`config.mk`:
```
export PLATFORM = sky130hd
export DESIGN_NAME = control_multiciclo_flat
export DESIGN_NICKNAME = d
export VERILOG_FILES = /design/src/rtl/mips_ctrl_pkg.sv /design/src/rtl/control_multiciclo_if.sv /design/src/rtl/control_multiciclo_espera_mem.sv /design/src/rtl/control_multiciclo.sv /design/src/flat_wrapper.sv
export SDC_FILE = /design/constraint.sdc
export NUM_CORES = 1
export LEC_CHECK = 0
export ABC_AREA = 1
export CAP_MARGIN = 20
export CORE_ASPECT_RATIO = 0.75
export CORE_MARGIN = 1
export CORE_UTILIZATION = 38
export DETAILED_ROUTE_END_ITERATION = 12
export GPL_ROUTABILITY_DRIVEN = 0
export PLACE_DENSITY_LB_ADDON = 0.3
export SLEW_MARGIN = 10
export SYNTH_ARGS = -nofsm -noshare
export SYNTH_HDL_FRONTEND = slang
export SYNTH_SLANG_ARGS = --single-unit
```
`constraint.sdc`:
```
create_clock -name clock -period 1.55 [get_ports clock]
set_clock_uncertainty 0.2 [all_clocks]
set_input_delay 0.31 -clock clock [delete_from_list [all_inputs] [get_ports clock]]
set_output_delay 0.31 -clock clock [all_outputs]
set_load 0.02 [all_outputs]
```
`src/rtl/mips_ctrl_pkg.sv`:
```
// Shared definitions for the multicycle MIPS control unit: opcodes,
// FSM state encodings and the datapath mux/ALU select codes.
package mips_ctrl_pkg;

   localparam logic [5:0] OP_R    = 6'b000000;
   localparam logic [5:0] OP_LW   = 6'b100011;
   localparam logic [5:0] OP_SW   = 6'b101011;
   localparam logic [5:0] OP_ADDI = 6'b001000;
   localparam logic [5:0] OP_BEQ  = 6'b000100;
   localparam logic [5:0] OP_BNE  = 6'b000101;
   localparam logic [5:0] OP_J    = 6'b000010;

   typedef enum logic [3:0] {
      OCIOSO    = 4'd0,
      BUSCA     = 4'd1,
      DECOD     = 4'd2,
      EXEC_R    = 4'd3,
      ESCR_R    = 4'd4,
      END_CALC  = 4'd5,
      ACESSO_LW = 4'd6,
      ACESSO_SW = 4'd7,
      ESCR_LW   = 4'd8,
      ESCR_I    = 4'd9,
      BRANCH    = 4'd10,
      SALTO     = 4'd11,
      ERRO      = 4'd12
   } estado_t;

   localparam logic [1:0] ULA_SOMA  = 2'd0;
   localparam logic [1:0] ULA_SUB   = 2'd1;
   localparam logic [1:0] ULA_FUNCT = 2'd2;

   localparam logic [1:0] FB_REG    = 2'd0;
   localparam logic [1:0] FB_QUATRO = 2'd1;
   localparam logic [1:0] FB_IMM    = 2'd2;
   localparam logic [1:0] FB_IMM_SH = 2'd3;

   localparam logic [1:0] PC_ULA      = 2'd0;
   localparam logic [1:0] PC_ULASAIDA = 2'd1;
   localparam logic [1:0] PC_SALTO    = 2'd2;

   // States in which the FSM waits on the memory handshake
   function automatic logic is_wait_state(estado_t s);
      return (s == BUSCA) || (s == ACESSO_LW) || (s == ACESSO_SW);
   endfunction

endpackage

```
`src/rtl/control_multiciclo_if.sv`:
```
// Bundle between the control unit (master) and the shared datapath/memory (slave).
interface control_multiciclo_if #(
   parameter int OP_W = 6
);
   logic [OP_W-1:0] in_instruction;
   logic            mem_pronto;
   logic            PCEsc;
   logic            PCEscCond;
   logic            Desvio_ne;
   logic            IouD;
   logic            LeMem;
   logic            EscMem;
   logic            IREsc;
   logic            MemParaReg;
   logic            RegDst;
   logic            EscReg;
   logic            ULAFonteA;
   logic [1:0]      ULAFonteB;
   logic [1:0]      ULAop;
   logic [1:0]      FontePC;
   logic            erro;
   logic [3:0]      estado;

   modport master (
      input  in_instruction, mem_pronto,
      output PCEsc, PCEscCond, Desvio_ne, IouD, LeMem, EscMem, IREsc,
             MemParaReg, RegDst, EscReg, ULAFonteA, ULAFonteB, ULAop,
             FontePC, erro, estado
   );

   modport slave (
      output in_instruction, mem_pronto,
      input  PCEsc, PCEscCond, Desvio_ne, IouD, LeMem, EscMem, IREsc,
             MemParaReg, RegDst, EscReg, ULAFonteA, ULAFonteB, ULAop,
             FontePC, erro, estado
   );
endinterface

```
`src/rtl/control_multiciclo_espera_mem.sv`:
```
// Memory wait counter: counts cycles spent in a wait state without mem_pronto
// and flags a timeout once MEM_TIMEOUT such cycles have elapsed.
// MEM_TIMEOUT = 0 disables the timeout (waits forever).
module espera_mem #(
   parameter int MEM_TIMEOUT = 15
) (
   input  logic clock,
   input  logic reset_n,
   input  logic em_espera,
   input  logic mem_pronto,
   output logic estouro
);

   localparam int CNT_W = (MEM_TIMEOUT > 0) ? $clog2(MEM_TIMEOUT + 1) : 1;
   localparam logic [CNT_W-1:0] LIMITE  = CNT_W'(MEM_TIMEOUT);
   localparam logic [CNT_W-1:0] CNT_MAX = '1;

   logic [CNT_W-1:0] contador;

   // Count stalled cycles; any cycle outside a wait state or with mem_pronto clears it
   always_ff @(posedge clock or negedge reset_n) begin
      if (!reset_n) begin
         contador <= '0;
      end else if (em_espera && !mem_pronto) begin
         if (contador != CNT_MAX) begin
            contador <= contador + CNT_W'(1);
         end
      end else begin
         contador <= '0;
      end
   end

   assign estouro = (MEM_TIMEOUT != 0) && em_espera && !mem_pronto && (contador == LIMITE);

endmodule

```
`src/rtl/control_multiciclo.sv`:
```
// Multicycle MIPS control unit: Moore FSM decoding the IR opcode into datapath
// mux selects and enables, with a memory-ready handshake and wait timeout.
module control_multiciclo
   import mips_ctrl_pkg::*;
#(
   parameter int OP_W        = 6,
   parameter int MEM_TIMEOUT = 15,
   parameter bit HAS_BNE     = 1'b1
) (
   input logic                  clock,
   input logic                  reset_n,
   control_multiciclo_if.master bus
);

   estado_t estado_atual;
   estado_t proximo_estado;
   logic    em_espera;
   logic    estouro;

   assign em_espera = is_wait_state(estado_atual);

   espera_mem #(
      .MEM_TIMEOUT(MEM_TIMEOUT)
   ) u_espera_mem (
      .clock     (clock),
      .reset_n   (reset_n),
      .em_espera (em_espera),
      .mem_pronto(bus.mem_pronto),
      .estouro   (estouro)
   );

   // State register
   always_ff @(posedge clock or negedge reset_n) begin
      if (!reset_n) begin
         estado_atual <= OCIOSO;
      end else begin
         estado_atual <= proximo_estado;
      end
   end

   // Next-state logic: memory handshake, opcode dispatch and timeout
   always_comb begin
      proximo_estado = estado_atual;
      case (estado_atual)
         OCIOSO: proximo_estado = BUSCA;
         BUSCA: begin
            if (bus.mem_pronto)  proximo_estado = DECOD;
            else if (estouro)    proximo_estado = ERRO;
         end
         DECOD: begin
            if (bus.in_instruction == OP_W'(OP_R))
               proximo_estado = EXEC_R;
            else if ((bus.in_instruction == OP_W'(OP_LW)) ||
                     (bus.in_instruction == OP_W'(OP_SW)) ||
                     (bus.in_instruction == OP_W'(OP_ADDI)))
               proximo_estado = END_CALC;
            else if (bus.in_instruction == OP_W'(OP_BEQ))
               proximo_estado = BRANCH;
            else if (bus.in_instruction == OP_W'(OP_BNE))
               proximo_estado = HAS_BNE ? BRANCH : ERRO;
            else if (bus.in_instruction == OP_W'(OP_J))
               proximo_estado = SALTO;
            else
               proximo_estado = ERRO;
         end
         EXEC_R: proximo_estado = ESCR_R;
         ESCR_R: proximo_estado = BUSCA;
         END_CALC: begin
            if (bus.in_instruction == OP_W'(OP_LW))        proximo_estado = ACESSO_LW;
            else if (bus.in_instruction == OP_W'(OP_SW))   proximo_estado = ACESSO_SW;
            else if (bus.in_instruction == OP_W'(OP_ADDI)) proximo_estado = ESCR_I;
            else                                           proximo_estado = ERRO;
         end
         ACESSO_LW: begin
            if (bus.mem_pronto)  proximo_estado = ESCR_LW;
            else if (estouro)    proximo_estado = ERRO;
         end
         ACESSO_SW: begin
            if (bus.mem_pronto)  proximo_estado = BUSCA;
            else if (estouro)    proximo_estado = ERRO;
         end
         ESCR_LW: proximo_estado = BUSCA;
         ESCR_I:  proximo_estado = BUSCA;
         BRANCH:  proximo_estado = BUSCA;
         SALTO:   proximo_estado = BUSCA;
         ERRO:    proximo_estado = ERRO;
         default: proximo_estado = ERRO;
      endcase
   end

   // Output decode from the registered state; only the fetch strobes see mem_pronto
   always_comb begin
      bus.PCEsc      = 1'b0;
      bus.PCEscCond  = 1'b0;
      bus.Desvio_ne  = 1'b0;
      bus.IouD       = 1'b0;
      bus.LeMem      = 1'b0;
      bus.EscMem     = 1'b0;
      bus.IREsc      = 1'b0;
      bus.MemParaReg = 1'b0;
      bus.RegDst     = 1'b0;
      bus.EscReg     = 1'b0;
      bus.ULAFonteA  = 1'b0;
      bus.ULAFonteB  = FB_REG;
      bus.ULAop      = ULA_SOMA;
      bus.FontePC    = PC_ULA;
      case (estado_atual)
         BUSCA: begin
            bus.LeMem     = 1'b1;
            bus.ULAFonteB = FB_QUATRO;
            bus.IREsc     = bus.mem_pronto;
            bus.PCEsc     = bus.mem_pronto;
         end
         DECOD: begin
            bus.ULAFonteB = FB_IMM_SH;
         end
         EXEC_R: begin
            bus.ULAFonteA = 1'b1;
            bus.ULAop     = ULA_FUNCT;
         end
         ESCR_R: begin
            bus.RegDst = 1'b1;
            bus.EscReg = 1'b1;
         end
         END_CALC: begin
            bus.ULAFonteA = 1'b1;
            bus.ULAFonteB = FB_IMM;
         end
         ACESSO_LW: begin
            bus.LeMem = 1'b1;
            bus.IouD  = 1'b1;
         end
         ACESSO_SW: begin
            bus.EscMem = 1'b1;
            bus.IouD   = 1'b1;
         end
         ESCR_LW: begin
            bus.EscReg     = 1'b1;
            bus.MemParaReg = 1'b1;
         end
         ESCR_I: begin
            bus.EscReg = 1'b1;
         end
         BRANCH: begin
            bus.ULAFonteA = 1'b1;
            bus.ULAop     = ULA_SUB;
            bus.PCEscCond = 1'b1;
            bus.FontePC   = PC_ULASAIDA;
            bus.Desvio_ne = bus.in_instruction[0];
         end
         SALTO: begin
            bus.PCEsc   = 1'b1;
            bus.FontePC = PC_SALTO;
         end
         default: ;
      endcase
   end

   assign bus.erro   = (estado_atual == ERRO);
   assign bus.estado = estado_atual;

endmodule

```
`src/flat_wrapper.sv`:
```
// flat-port wrapper written by rule: the top's interface ports become plain ports
module control_multiciclo_flat import mips_ctrl_pkg::*;
#(
   parameter int OP_W        = 6,
   parameter int MEM_TIMEOUT = 15,
   parameter bit HAS_BNE     = 1'b1
)
  (clock, reset_n, bus_in_instruction, bus_mem_pronto, bus_PCEsc, bus_PCEscCond, bus_Desvio_ne, bus_IouD, bus_LeMem, bus_EscMem, bus_IREsc, bus_MemParaReg, bus_RegDst, bus_EscReg, bus_ULAFonteA, bus_ULAFonteB, bus_ULAop, bus_FontePC, bus_erro, bus_estado);
  control_multiciclo_if #(.OP_W(OP_W)) bus_i ();
  input logic clock;
  input logic reset_n;
  input wire logic [$bits(bus_i.in_instruction)-1:0] bus_in_instruction;
  input wire logic [$bits(bus_i.mem_pronto)-1:0] bus_mem_pronto;
  output wire logic [$bits(bus_i.PCEsc)-1:0] bus_PCEsc;
  output wire logic [$bits(bus_i.PCEscCond)-1:0] bus_PCEscCond;
  output wire logic [$bits(bus_i.Desvio_ne)-1:0] bus_Desvio_ne;
  output wire logic [$bits(bus_i.IouD)-1:0] bus_IouD;
  output wire logic [$bits(bus_i.LeMem)-1:0] bus_LeMem;
  output wire logic [$bits(bus_i.EscMem)-1:0] bus_EscMem;
  output wire logic [$bits(bus_i.IREsc)-1:0] bus_IREsc;
  output wire logic [$bits(bus_i.MemParaReg)-1:0] bus_MemParaReg;
  output wire logic [$bits(bus_i.RegDst)-1:0] bus_RegDst;
  output wire logic [$bits(bus_i.EscReg)-1:0] bus_EscReg;
  output wire logic [$bits(bus_i.ULAFonteA)-1:0] bus_ULAFonteA;
  output wire logic [$bits(bus_i.ULAFonteB)-1:0] bus_ULAFonteB;
  output wire logic [$bits(bus_i.ULAop)-1:0] bus_ULAop;
  output wire logic [$bits(bus_i.FontePC)-1:0] bus_FontePC;
  output wire logic [$bits(bus_i.erro)-1:0] bus_erro;
  output wire logic [$bits(bus_i.estado)-1:0] bus_estado;
  assign bus_i.in_instruction = bus_in_instruction;
  assign bus_i.mem_pronto = bus_mem_pronto;
  assign bus_PCEsc = bus_i.PCEsc;
  assign bus_PCEscCond = bus_i.PCEscCond;
  assign bus_Desvio_ne = bus_i.Desvio_ne;
  assign bus_IouD = bus_i.IouD;
  assign bus_LeMem = bus_i.LeMem;
  assign bus_EscMem = bus_i.EscMem;
  assign bus_IREsc = bus_i.IREsc;
  assign bus_MemParaReg = bus_i.MemParaReg;
  assign bus_RegDst = bus_i.RegDst;
  assign bus_EscReg = bus_i.EscReg;
  assign bus_ULAFonteA = bus_i.ULAFonteA;
  assign bus_ULAFonteB = bus_i.ULAFonteB;
  assign bus_ULAop = bus_i.ULAop;
  assign bus_FontePC = bus_i.FontePC;
  assign bus_erro = bus_i.erro;
  assign bus_estado = bus_i.estado;
  control_multiciclo #(.OP_W(OP_W), .MEM_TIMEOUT(MEM_TIMEOUT), .HAS_BNE(HAS_BNE)) u_core (.clock(clock), .reset_n(reset_n), .bus(bus_i));
endmodule
```
== Word level (Yosys, flattened, before mapping) ==
Index checks and enable logic that the tools add are counted.

* Bits in registers: 8
* Bits in writable memories: 0
* Logic and storage cells: 67
* Latch bits: 0
* Output and inout port bits: 22
* Input bits: 9
* Memories kept: 0
* Memory bits (read-only): 0

* Add/sub/neg operators: 1
* Eq/ne operators: 21
* Multiplexer cells: 29
* Reduce and logical (&&, ||, !) cells: 14
* Magnitude comparators: 0
* Bitwise logic cells: 0
* Divide/modulo/power cells: 0
* Shift-type cells: 0
* Multiply operators: 0

{| class="wikitable"
|+ Operators with widths
! kind !! count
|-
| $mux W4 || 12
|-
| $pmux W4 S7 || 1
|-
| $eq A4 B4 Y1 const B || 6
|-
| $eq A4 B3 Y1 const B || 4
|-
| $eq A6 B3 Y1 const B || 2
|-
| $eq A6 B6 Y1 const B || 2
|-
| $mux W1 || 10
|-
| $eq A4 B2 Y1 const B || 2
|-
| $pmux W2 S2 || 2
|-
| $eq A6 B2 Y1 const B || 1
|-
| $eq A6 B4 Y1 const B || 1
|-
| $logic_not A6 Y1 || 1
|-
| $mux W3 || 2
|-
| $pmux W2 S3 || 1
|-
| $reduce_or A3 Y1 || 2
|-
| $reduce_or A6 Y1 || 1
|-
| $add A4 B1 Y4 const B || 1
|-
| $eq A4 B1 Y1 const B || 1
|-
| $logic_not A4 Y1 || 1
|-
| $logic_or A1 B1 Y1 || 4
|-
| $ne A4 B4 Y1 const B || 1
|-
| $reduce_or A2 Y1 || 2
|-
| $logic_and A1 B1 Y1 || 2
|-
| $ne A2 B2 Y1 const B || 1
|-
| 2 further kinds || 2
|}

== Depth between registers and ports, before layout ==
Gate-level depths: netlist of the first run.

* Depth after elaboration: 8
* Mapped depth: 10
* Gate-level depth less buffers: 10

== Modules after synthesis ==
From an unflattened synthesis of the first run, not the netlist that was laid out.

* Cells, all modules: 130
* Area, all modules: 764.5 um2

{| class="wikitable"
|+ Modules (own cells, without submodules)
! module !! cells an instance !! instances !! sequential area each (um2) !! area an instance (um2)
|-
| control_multiciclo || 101 || 1 || 100.1 || 536.8
|-
| espera_mem || 29 || 1 || 100.1 || 227.7
|}

== Worst setup path before layout of the first run ==
Ideal clock, no wire load.

* Path kind: reg-to-output
* Start: register u_core.estado_atual[3] (netlist: u_core.bus.estado[3])
* End: output bus_ULAFonteA
* Buffers on the path: 0
* Cell stages (with the launch flop): 7
* Required time: 1.040 ns
* Data arrival time: 1.429 ns
* Slack: -0.389 ns
* Path through: dfrtp_1 inv_1 nor2_1 inv_1 nor2_1 nor2_1 nand2_1

* Longest elaborated chain between the ends: 3
* Elaborated cells on any way between the ends: 5
* Classes of those cells: eq/ne (3); mux (1); reduce/logical (1)

{| class="wikitable"
|+ Ends and longest elaborated chain
! element !! line !! text
|-
| start: declaration || control_multiciclo.sv:15 || <nowiki>estado_t estado_atual;</nowiki>
|-
| start signal: assignment || control_multiciclo.sv:37 || <nowiki>estado_atual <= proximo_estado;</nowiki>
|-
| $eq A4 B3 Y1, or another cell as far along || control_multiciclo.sv:107 || <nowiki>case (estado_atual)</nowiki>
|-
| $reduce_or A3 Y1 (no line) (*) || n/a ||
|-
| $mux W1 (*) || control_multiciclo.sv:107 ||
|-
| end: declaration || flat_wrapper.sv:24 || <nowiki>output wire logic [$bits(bus_i.ULAFonteA)-1:0] bus_ULAFonteA;</nowiki>
|}

Mark *: on every way between the ends. The rest lies on a longest branch, timed or not.

== Worst setup path in the final report of the first run ==
* Start: register u_core.estado_atual[3] (netlist: u_core.bus.estado[3])
* End: output bus_EscReg

* Longest elaborated chain between the ends: 3
* Elaborated cells on any way between the ends: 5
* Classes of those cells: eq/ne (3); mux (1); reduce/logical (1)

{| class="wikitable"
|+ Ends and longest elaborated chain
! element !! line !! text
|-
| $eq A4 B3 Y1 / $eq A4 B4 Y1 (equally long branches) || control_multiciclo.sv:107 ||
|-
| $reduce_or A3 Y1 (no line) (*) || n/a ||
|-
| $mux W1 (*) || control_multiciclo.sv:107 ||
|-
| end: declaration || flat_wrapper.sv:23 || <nowiki>output wire logic [$bits(bus_i.EscReg)-1:0] bus_EscReg;</nowiki>
|}

Marked as above.

==> results of run 1 <==
registers in the layout, summed over array words and instances (netlist names):
| name | cells |
|---|---|
| u_core.bus.estado | 4 |
| u_core.u_espera_mem.contador | 4 |
worst register-to-register path, delay by kind of cell, from the launching register on:
kind / cells / cell delay [ns]
simple gates: 7 / 0.61
buf+inv: 4 / 0.45
flops: 1 / 0.44
layout make-up:
type                    count  area, um2  area share [%]
flip-flops and latches      8      205.2           13.79
repair buffers             58      543.0           36.50
multi-input cells          90      604.3           40.62
well taps                  22      27.53           1.850
clock buffers               3      22.52           1.514
inverters                  22      85.08           5.719
worst min path at each step:
stage	to	slack (ns)
floorplan	u_core.bus.estado[0]	-0.19
global placement	u_core.u_espera_mem.contador[0]	0.34
detailed placement	u_core.u_espera_mem.contador[2]	0.36
CTS	u_core.u_espera_mem.contador[3]	0.14
global route	u_core.u_espera_mem.contador[2]	0.15
finish	u_core.u_espera_mem.contador[3]	0.14
placed cells by master, fill, tap and decap left out, types with 2 or more instances in the layout:
master                            Yosys  routed
sky130_fd_sc_hd__buf_4                2      25
sky130_fd_sc_hd__buf_6                1      24
sky130_fd_sc_hd__nand2_1             29      22
sky130_fd_sc_hd__nor2_1              20      11
sky130_fd_sc_hd__inv_1               21      11
sky130_fd_sc_hd__inv_2                1      10
sky130_fd_sc_hd__nor2_4               2      10
sky130_fd_sc_hd__clkdlybuf4s50_1      0       8
sky130_fd_sc_hd__o21ai_0             10       7
sky130_fd_sc_hd__nand2_2              2       6
sky130_fd_sc_hd__nand2_4              2       5
sky130_fd_sc_hd__nor2_2               4       5
sky130_fd_sc_hd__nand3_1              7       5
sky130_fd_sc_hd__a21oi_1              4       4
sky130_fd_sc_hd__dfrtp_2              0       4
sky130_fd_sc_hd__dfrtp_1              8       4
sky130_fd_sc_hd__nand3_4              1       3
sky130_fd_sc_hd__clkbuf_4             0       3
sky130_fd_sc_hd__o21ai_2              0       2
sky130_fd_sc_hd__nand4_1              2       2
sky130_fd_sc_hd__o21ai_1              1       2
sky130_fd_sc_hd__nor3_2               0       2
repair_timing:
| action | CTS | global route |
|---|---|---|
| setup endpoints to repair | 28 | 29 |
| buffers inserted | 3 | 4 |
| resized for setup | 148 | 13 |
| pin swaps | 7 | 1 |
cell families (layout without fill, tap and decap cells):
kind of cell / Yosys count / count (layout) / share of synthesized area [%]
adders and majority gates: 1 / 1 / 1.647
and+or+nand+nor: 72 / 72 / 45.80
buffers and inverters: 25 / 83 / 14.33
AOI/OAI and AO/OA: 17 / 17 / 11.86
DFF: 8 / 8 / 26.36
through the flow:
step	std cells	power, mW	setup slack (ns)	utilization (%)
detailed placement	195	0.2678	-0.6230	72.90
floorplan	123	0.2285	-0.07457	-
CTS	200	0.4278	-0.2804	78.72
global placement	195	0.2652	-0.5950	72.90
finish	203	0.4237	-0.3175	82.40
global route	203	0.4427	-0.3895	82.40
routing by layer:
layer  up-vias  part of all wire [%]  wire [um]  track usage [%]
met5         -                     0          0                0
met4         0                   1.1         33            4.605
met3         6                   7.4        224            7.778
met2        50                    54       1616            60.31
met1       495                    38       1140            30.91
li1        504                     -          -                -
where the power goes:
group	internal [mW]	total, mW	leakage [nW]	switching [mW]
clock network	0.0884	0.157	0.0138	0.0685
registers	0.209	0.209	0.0974	0
logic	0.0292	0.0577	0.631	0.0285
total	0.327	0.424	0.743	0.0971
==> tab_implementation.tex, run 1 <==
\begin{tabular}{lr}
\hline
Metric & Value \\
\hline
\multicolumn{2}{l}{\textbf{Setup path}} \\
\quad Delay of the slowest cell on the worst path & 0.44 ns \\
\quad Worst path bufs/invs & 3 \\
\quad Endpoint of the most critical setup path & bus\_EscReg \\
\quad Worst-case register-to-register setup slack & -0.25 ns \\
\quad Sort of element at the end of the critical path & output port \\
\quad Largest fanout on the critical path & 4 \\
\quad Critical path, cell by cell & buf\_4 -> nor2\_4 -> inv\_2 -> o22ai\_4 -> buf\_6 \\
\quad Beginning of the critical path & u\_core.bus.estado[3] \\
\quad R2r endpoint & u\_core.bus.estado[0] \\
\quad Origin of the critical flop-to-flop path & u\_core.bus.estado[3] \\
\quad Element type at the critical path start & flip-flop \\
\quad Required time at the worst-slack endpoint & 1.04 ns \\
\quad Worst path top cell family by delay & flip-flops \\
\quad Instance count on the critical path & 5 \\
\quad Worst-case reg-to-reg path depth & 11 \\
\quad Slowest cell on the critical path & sky130\_fd\_sc\_hd\_\_dfrtp\_2 \\
\quad Worst setup path class & flip-flop to output port \\
\quad Endpoint arrival time on the critical path & 1.36 ns \\
\multicolumn{2}{l}{\textbf{Finish}} \\
\quad Fill cell count & 110 \\
\quad Cell area after layout & 1488 um2 \\
\quad Share of cells above drive strength 1 & 57.46\% \\
\quad Area growth from synthesis to layout & 95.88\% \\
\quad Layout net count & 193 \\
\quad Total inserted antenna cells & 0 \\
\multicolumn{2}{l}{\textbf{Min path}} \\
\quad Tightest Hold Check Type & input pin to async pin \\
\multicolumn{2}{l}{\textbf{Floorplanning}} \\
\quad Total core area & 1805 um2 \\
\quad Num rows & 13 \\
\quad Top Ports & 31 \\
\quad Initial standard-cell utilization of the core & 42.07\% \\
\quad Die Wd & 53.62 um \\
\quad Die Area & 2183 um2 \\
\quad Die boundary height & 40.72 um \\
\multicolumn{2}{l}{\textbf{GRT}} \\
\quad GR Util All Layers & 29.33\% \\
\quad Overflow left after global routing & 0 \\
\quad Number of global-route vias before repair & 960 \\
\quad First-pass GRT wire length & 4312 um \\
\quad Initial antenna violation count & 0 \\
\quad Pin count of the biggest net entering global routing & 9 \\
\multicolumn{2}{l}{\textbf{Timing}} \\
\quad Worst hold slack after final layout & 0.1376 ns \\
\quad Final period util & 120.5\% \\
\quad Post-layout minimum cycle time & 1.867 ns \\
\quad Fmax & 535.5 MHz \\
\quad Transition time at the pin with the least slew margin & 0.3659 ns \\
\quad Relative slew slack & 75.53\% \\
\quad Final hold viol count & 0 \\
\quad Setup repair after global routing missed its margin & yes \\
\quad Setup ws final & -0.3175 ns \\
\quad Fin Setup TNS & -6.030 ns \\
\quad Final setup viols & 28 \\
\quad Final max-slew violation count & 0 \\
\multicolumn{2}{l}{\textbf{Yosys}} \\
\quad Post-synth top area cell & sky130\_fd\_sc\_hd\_\_dfrtp\_1 \\
\quad Share of Yosys cell area claimed by the top area cell type & 26.36\% \\
\quad Number of synthesized flops with an enable pin & 0 \\
\quad Area of the mapped netlist & 759.5 um2 \\
\quad Leading cell types by total area after synthesis & sky130\_fd\_sc\_hd\_\_dfrtp\_1 (26\%), sky130\_fd\_sc\_hd\_\_nand2\_1 (14\%), sky130\_fd\_sc\_hd\_\_inv\_1 (10\%) \\
\quad Number of synthesized register bits & 8 \\
\quad Synth unique cells & 22 \\
\quad Fraction of the yosys area taken by sequential cells & 26.36\% \\
\quad Cell with the most instances after synthesis & sky130\_fd\_sc\_hd\_\_nand2\_1 \\
\quad Synth Warn \# & 0 \\
\quad Synthesized area per cell & 6.175 um2 \\
\quad Asr flop ratio synth & 100.0\% \\
\quad Cell types with the highest counts after synthesis & sky130\_fd\_sc\_hd\_\_nand2\_1 (29), sky130\_fd\_sc\_hd\_\_inv\_1 (21), sky130\_fd\_sc\_hd\_\_nor2\_1 (20) \\
\quad Post-synthesis net count & 133 \\
\quad Cells after synthesis & 123 \\
\quad Flip-flop cell with the highest count after synthesis & sky130\_fd\_sc\_hd\_\_dfrtp\_1 \\
\multicolumn{2}{l}{\textbf{Place}} \\
\quad Count of port buffers added during placement & 30 \\
\quad Area of placed instances & 1316 um2 \\
\quad Detailed placer's ending HPWL & 2098 um \\
\multicolumn{2}{l}{\textbf{Clock tree}} \\
\quad Number of buffers added to fix hold violations after cts & 0 \\
\quad Clock sinks & 8 \\
\quad H-tree depth reported by CTS & 1 \\
\quad Clock-pin slew on the worst setup and hold paths & 0.05 ns \\
\quad CTS Buffer Depth & 2 \\
\quad Clock insertion delay at the later pin of the skew report & 0.25 ns \\
\quad Cell at the root of the clock tree & sky130\_fd\_sc\_hd\_\_clkbuf\_4 \\
\quad CTS buffer count & 3 \\
\quad TritonCTS clock tree & done \\
\multicolumn{2}{l}{\textbf{Routing}} \\
\quad Vias post-DR & 1055 \\
\quad Detailed-route wire length & 3014 um \\
\quad Detailed-route vias per instance & 5.197 \\
\quad Average detailed-routed wire length per instance & 14.85 um \\
\quad Detailed-routing iteration count for the pre-antenna-repair pass & 4 \\
\quad Number of design-rule violations left by the first detailed-router iteration & 61 \\
\quad Antenna Nets Post-Route & 0 \\
\quad DRC viols & 0 \\
\multicolumn{2}{l}{\textbf{Pwr}} \\
\quad Power Density & 284.8 nW/um2 \\
\quad Leakage Power & 0.7427 nW \\
\quad Worst supply voltage drop on vdd & 0.0006156 V \\
\multicolumn{2}{l}{\textbf{Run status}} \\
\quad Failing checks & negative setup slack \\
\quad Outcome & complete, but fails checks \\
\multicolumn{2}{l}{\textbf{Run}} \\
\quad Max-cap viol count & 0 \\
\hline
\end{tabular}
(Power assumes the default switching activity.)
==> inputs of run 2 (changes only) <==
CAP_MARGIN = not set   (was 20)
==> results of run 2 <==
The final DEF is identical to that of run 1; final timing and power are the same.
